### src/rtl/seq_mult_pkg.sv
// Shared definitions for the sequential shift-add multiplier: FSM state
// encoding and the operand magnitude helper used when latching operands.
package seq_mult_pkg;

    typedef enum logic [1:0] {
        ST_IDLE = 2'd0,
        ST_RUN  = 2'd1,
        ST_FIX  = 2'd2,
        ST_DONE = 2'd3
    } state_t;

    // Widest operand the magnitude helper handles; callers extend their
    // operand to this width (sign or zero fill) and truncate the result.
    localparam int MAX_WIDTH = 32;

    // Magnitude of an already-extended operand. The most-negative value of a
    // narrower operand becomes 2^(WIDTH-1), which still fits in WIDTH bits.
    function automatic logic [MAX_WIDTH-1:0] abs_mag(
        input logic [MAX_WIDTH-1:0] value,
        input logic                 is_signed
    );
        if (is_signed && value[MAX_WIDTH-1]) begin
            return -value;
        end
        return value;
    endfunction

endpackage

### src/rtl/seq_mult_datapath.sv
// Datapath of the shift-add multiplier: holds accumulator, shifting
// multiplicand/multiplier, step counter, result sign and the output product.
// The FSM drives it with one-hot load/step/fix strobes.
module seq_mult_datapath
    import seq_mult_pkg::*;
#(
    parameter int WIDTH = 8
) (
    input  logic               clk,
    input  logic               rst_n,
    input  logic               load,
    input  logic               step,
    input  logic               fix,
    input  logic               signed_mode,
    input  logic [WIDTH-1:0]   a,
    input  logic [WIDTH-1:0]   b,
    output logic               last_step,
    output logic [2*WIDTH-1:0] product
);

    localparam int CNT_W = $clog2(WIDTH + 1);

    logic [2*WIDTH-1:0]   acc;
    logic [2*WIDTH-1:0]   mcand;
    logic [WIDTH-1:0]     mplier;
    logic [CNT_W-1:0]     count;
    logic                 neg;

    logic [MAX_WIDTH-1:0] ext_a;
    logic [MAX_WIDTH-1:0] ext_b;
    logic [WIDTH-1:0]     mag_a;
    logic [WIDTH-1:0]     mag_b;
    logic                 neg_in;
    logic [2*WIDTH-1:0]   acc_next;

    // Operand conditioning: extend per mode, take magnitudes, derive result sign.
    always_comb begin
        ext_a  = signed_mode ? MAX_WIDTH'(signed'(a)) : MAX_WIDTH'(a);
        ext_b  = signed_mode ? MAX_WIDTH'(signed'(b)) : MAX_WIDTH'(b);
        mag_a  = WIDTH'(abs_mag(ext_a, signed_mode));
        mag_b  = WIDTH'(abs_mag(ext_b, signed_mode));
        neg_in = signed_mode & (a[WIDTH-1] ^ b[WIDTH-1]);
    end

    // One partial-product step: add the shifted multiplicand when the current
    // multiplier bit is set. The final step is flagged so the FSM can leave RUN.
    always_comb begin
        acc_next  = acc + (mplier[0] ? mcand : '0);
        last_step = (count == CNT_W'(WIDTH - 1));
    end

    // Iteration registers: cleared and loaded on start, advanced once per RUN cycle.
    always_ff @(posedge clk or negedge rst_n) begin
        if (!rst_n) begin
            acc    <= '0;
            mcand  <= '0;
            mplier <= '0;
            count  <= '0;
            neg    <= 1'b0;
        end else if (load) begin
            acc    <= '0;
            mcand  <= {{WIDTH{1'b0}}, mag_a};
            mplier <= mag_b;
            count  <= '0;
            neg    <= neg_in;
        end else if (step) begin
            acc    <= acc_next;
            mcand  <= mcand << 1;
            mplier <= mplier >> 1;
            count  <= count + CNT_W'(1);
        end
    end

    // Result register: written only in FIX so the product holds through IDLE,
    // DONE and the whole of the next operation until its own FIX.
    always_ff @(posedge clk or negedge rst_n) begin
        if (!rst_n) begin
            product <= '0;
        end else if (fix) begin
            product <= neg ? -acc : acc;
        end
    end

endmodule

### src/rtl/seq_shift_add_mult.sv
// Sequential shift-add multiplier top level: start/busy/done handshake FSM
// around the datapath. One operation takes WIDTH steps plus a sign fix cycle.
module seq_shift_add_mult
    import seq_mult_pkg::*;
#(
    parameter int WIDTH = 8
) (
    input  logic               clk,
    input  logic               rst_n,
    input  logic               start,
    input  logic               signed_mode,
    input  logic [WIDTH-1:0]   a,
    input  logic [WIDTH-1:0]   b,
    output logic               busy,
    output logic               done,
    output logic [2*WIDTH-1:0] product
);

    state_t state;
    state_t next_state;
    logic   load;
    logic   step;
    logic   fix;
    logic   last_step;

    seq_mult_datapath #(
        .WIDTH(WIDTH)
    ) u_datapath (
        .clk         (clk),
        .rst_n       (rst_n),
        .load        (load),
        .step        (step),
        .fix         (fix),
        .signed_mode (signed_mode),
        .a           (a),
        .b           (b),
        .last_step   (last_step),
        .product     (product)
    );

    // State register; an asynchronous reset aborts any operation in flight.
    always_ff @(posedge clk or negedge rst_n) begin
        if (!rst_n) begin
            state <= ST_IDLE;
        end else begin
            state <= next_state;
        end
    end

    // Next-state, datapath strobes and handshake outputs; start is only honoured
    // in IDLE and DONE, so requests while busy are simply dropped.
    always_comb begin
        next_state = state;
        load       = 1'b0;
        step       = 1'b0;
        fix        = 1'b0;
        busy       = 1'b0;
        done       = 1'b0;
        case (state)
            ST_IDLE: begin
                if (start) begin
                    load       = 1'b1;
                    next_state = ST_RUN;
                end
            end
            ST_RUN: begin
                busy = 1'b1;
                step = 1'b1;
                if (last_step) begin
                    next_state = ST_FIX;
                end
            end
            ST_FIX: begin
                busy       = 1'b1;
                fix        = 1'b1;
                next_state = ST_DONE;
            end
            ST_DONE: begin
                done = 1'b1;
                if (start) begin
                    load       = 1'b1;
                    next_state = ST_RUN;
                end else begin
                    next_state = ST_IDLE;
                end
            end
            default: begin
                next_state = ST_IDLE;
            end
        endcase
    end

endmodule
### config.mk
export PLATFORM = sky130hd
export DESIGN_NAME = seq_shift_add_mult
export DESIGN_NICKNAME = d
export VERILOG_FILES = /design/src/rtl/seq_mult_pkg.sv /design/src/rtl/seq_mult_datapath.sv /design/src/rtl/seq_shift_add_mult.sv
export SDC_FILE = /design/constraint.sdc
export NUM_CORES = 1
export LEC_CHECK = 0
export CORE_UTILIZATION = 39
export DETAILED_ROUTE_END_ITERATION = 8
export GPL_TIMING_DRIVEN = 0
export PLACE_DENSITY_LB_ADDON = 0.15
export REMOVE_ABC_BUFFERS = 1
export SLEW_MARGIN = 10
export SYNTH_ARGS = -nofsm -noshare
export SYNTH_HDL_FRONTEND = slang
export SYNTH_SLANG_ARGS = --single-unit
export TNS_END_PERCENT = 1
### constraint.sdc
create_clock -name clk -period 3 [get_ports clk]
set_input_delay 0.3 -clock clk [delete_from_list [all_inputs] [get_ports clk]]
set_output_delay 0.3 -clock clk [all_outputs]
set_load 0.05 [all_outputs]
==> results.py, run 1 <==
metrics = {
    "drt": {
        "detail-route-antenna-nets": 0,
        "drc": 0,
        "post_drt_via_cell_ratio": 5.07,
        "drt_iter0_drc": 104,
        "first_pass_iters": 5,
        "wire_per_inst_microns": 13.2,
        "drt-total-wl_mm": 8.06,
        "vias": 3089,
    },
    "timing": {
        "setup_slack_ns": 0.294,
        "tns_ns": 0,
        "period_share": 0.902,
        "fmax_ghz": 0.369,
        "slew_headroom": 0.338,
        "final_max_slew_viol_count": 0,
        "tightestPinTransition_ns": 0.993,
        "final-hold-violation-count": 0,
        "finalCriticalPeriod_ns": 2.71,
        "grt_setup_unrepaired": "false",
        "whs_ns": 0.375,
        "setup_violations": 0,
        "fin_skew_ns": 0.00607,
    },
    "layout": {
        "drive_gt1_frac": 0.0740,
        "post-route-util": 0.470,
        "areaGrowthSynthToFinish_pct": 17.5,
        "diodes": 0,
        "layoutNonFillerInstCount": 609,
        "multi_input_area_sq_um": 2370,
        "regArea_sq_um": 1580,
        "nets": 513,
        "final_common_cell": "dfrtp_1",
        "most-common-layout-cells": "dfrtp_1, nor2_1, nand2_1, clkdlybuf4s50_1, mux2i_1",
        "fillCellCount": 989,
    },
    "place": {
        "port-buffer-count": 37,
        "globalplace.congestion": 0.849,
        "place_ws_ns": 0.158,
        "hpwlAfterDp_mm": 5.82,
        "place_inst": 592,
    },
    "worst_setup_path": {
        "critPathCaptureType": "flip-flop",
        "reg2reg_slack_ns": 0.29,
        "worstPathMaxFanout": 18,
        "worstPathRequired_ns": 3.26,
        "critPathKind": "flip-flop to flip-flop",
        "r2r-end": "u_datapath.acc[14]",
        "rr_worst_depth": 9,
        "crit_path_end": "u_datapath.acc[14]",
        "cp-start-kind": "flip-flop",
        "worstPathArrival_ns": 2.97,
        "crit_start": "u_datapath.mplier[0]",
        "reg2reg_from": "u_datapath.mplier[0]",
    },
    "synth": {
        "synth_top_family_by_area": "simple AND/OR/NAND/NOR gates",
        "synth_seq_cells": 63,
        "synth_cell_types": 57,
        "synth_compound_area_frac": 0.150,
        "synth_area_sq_um": 4090,
        "yosysWarnings": 0,
        "synth_xor_area_frac": 0.0792,
        "synth_cells": 435,
        "async_flop_share": 1.00,
        "synth.yosys.seq_area_share": 0.385,
        "synth_fa_ha_area_frac": 0.0783,
        "yosys.area_share.simple": 0.179,
        "ys.flop_type": "dfrtp_1",
        "synth_edf_count": 0,
        "synthMuxAreaShare": 0.0871,
        "syn_area_per_cell_sq_um": 9.41,
    },
    "pwr": {
        "p_leak_nw": 2.22,
        "peakVddDrop_mv": 0.363,
        "power.density_nw_per_um2": 1030,
    },
    "clocking": {
        "htreeDepth": 3,
        "cts-root-buf": "clkbuf_8",
        "cts_buffer_depth": 2,
        "clkSlewWorstSetupHoldPaths_ns": 0.07,
        "post_cts_buffers": 0,
        "tritoncts": "built",
        "clk_latency_ns": 0.35,
        "numCtsBuffers": 9,
        "clock_sinks": 63,
    },
    "grt": {
        "use_met2": 0.245,
        "grt_use_met3": 0.0263,
        "grt_first_pass_wirelength_mm": 13.9,
        "antenna_found_initial": 0,
        "gr-usage-met1": 0.221,
        "grt_overflow": 0,
        "grt_max_degree": 45,
        "grt_pass1_vias": 2952,
        "top_usage_layer": "met2",
        "grt_usage": 0.161,
    },
    "die": {
        "die-width_microns": 104,
        "die-area_sq_um": 10900,
        "rows": 37,
        "start_util": 0.400,
        "dieHeight_microns": 104,
        "coreArea_sq_um": 10200,
        "pin_count": 38,
    },
    "flow_run": {
        "maxCapViolCount": 0,
    },
    "worst_hold_path": {
        "min_path_type": "input pin to async pin",
    },
    "status": {
        "status": "complete, no violations",
    },
}
how the worst min path moves through the flow:
| stage | from | end | slack [ns] | cells after the start |
|---|---|---|---|---|
| 2_1_floorplan | rst_n | state[0] | 0.004 | 0 |
| 3_3_place_gp | u_datapath.mplier[7] | u_datapath.mplier[7] | 0.49 | 2 |
| 3_5_place_dp | rst_n | u_datapath.product[4] | 0.21 | 1 |
| 4_1_cts | rst_n | u_datapath.product[7] | 0.38 | 2 |
| 5_1_grt | rst_n | u_datapath.product[7] | 0.40 | 2 |
| 6_report | rst_n | u_datapath.product[7] | 0.37 | 2 |
where the power goes:
part | leakage, nW | total, mW | switching, mW | internal, mW
clock | 0.100 | 0.726 | 0.323 | 0.402
combinational | 1.31 | 2.70 | 1.59 | 1.11
sequential | 0.805 | 1.50 | 0.308 | 1.20
total | 2.22 | 4.93 | 2.23 | 2.71
routing by layer:
metal / wire [microns] / vias to the layer above / share of wire
li1: - / 1607 / -
met3: 200 / 15 / 0.025
met2: 3580 / 52 / 0.44
met5: 0 / - / 0
met4: 170 / 0 / 0.021
met1: 4110 / 1415 / 0.51
stage by stage:
step	instance area, sq um	power (mW)
2_1_floorplan	3980	3.49
3_3_place_gp	4520	4.15
3_5_place_dp	4600	4.25
4_1_cts	4800	4.98
5_1_grt	4810	5.34
6_report	4810	4.93
repair_timing:
item | in CTS | in global routing
endpoints found under the setup margin | 0 | 2
gates resized for setup | 0 | 2
hold endpoints to repair | 19 | 0
hold buffers | 1 | 0
cell type report:
type | count | share of cell area
Sequential cell | 63 | 0.328
Inverter | 15 | 0.0117
Clock buffer | 12 | 0.0302
Timing Repair Buffer | 41 | 0.0926
Clock inverter | 4 | 0.00937
Tap cell | 136 | 0.0354
Multi-Input combinational cell | 338 | 0.493
critical path, cell delays in order (launching register included):
cell,delay [ns]
dfrtp_2,0.50
and2_1,0.20
ha_1,0.20
fa_1,0.42
a21o_1,0.24
a221oi_4,0.29
o21ai_1,0.18
o21ai_0,0.25
xor2_1,0.10
a211oi_1,0.23
flip-flops by register name (all words and copies together), names as in the netlist:
name and count:
u_datapath.count 4, u_datapath.product 16, state 2, u_datapath.acc 16, u_datapath.neg 1, u_datapath.mcand 16
u_datapath.mplier 8
cell families (layout without fill, tap and decap cells):
group / after synthesis / in the layout
muxes: 35 / 35
and+or+nand+nor: 145 / 145
buffers and inverters: 34 / 72
DFF: 63 / 63
AOI/OAI and AO/OA: 96 / 96
xor gates and xnor gates: 37 / 37
adders and majority gates: 25 / 25
synth_stat cells, drive strengths merged (2+ instances only):
| cell | n | area share |
|---|---|---|
| and3 | 4 | 0.0061 |
| a21o | 6 | 0.011 |
| inv | 15 | 0.014 |
| o31ai | 3 | 0.0079 |
| clkbuf | 15 | 0.021 |
| nor2b | 5 | 0.0076 |
| o211ai | 2 | 0.0037 |
| mux2i | 30 | 0.073 |
| and2 | 16 | 0.024 |
| nand4 | 2 | 0.0031 |
| buf | 4 | 0.0061 |
| nor3b | 2 | 0.0037 |
| a211oi | 6 | 0.011 |
| xor2 | 25 | 0.054 |
| o21a | 2 | 0.0037 |
| ha | 24 | 0.073 |
| nand2b | 3 | 0.0064 |
| nand2 | 36 | 0.033 |
| a21oi | 25 | 0.031 |
| nor3 | 9 | 0.012 |
| o21bai | 2 | 0.0037 |
| o21ai | 30 | 0.038 |
| nor2 | 40 | 0.037 |
| or4 | 3 | 0.0055 |
| mux2 | 5 | 0.014 |
| xnor2 | 12 | 0.026 |
| nand3 | 15 | 0.018 |
| a22oi | 2 | 0.0037 |
| o41ai | 2 | 0.0043 |
| or3 | 4 | 0.0098 |
| a31oi | 7 | 0.011 |
| dfrtp | 63 | 0.39 |
(Power assumes the default switching activity.)
==> run 2: changes to the inputs <==
GPL_ROUTABILITY_DRIVEN = 0   (was not set)
==> results of run 2 <==
Final layout, timing and power as in run 1 (identical DEF).
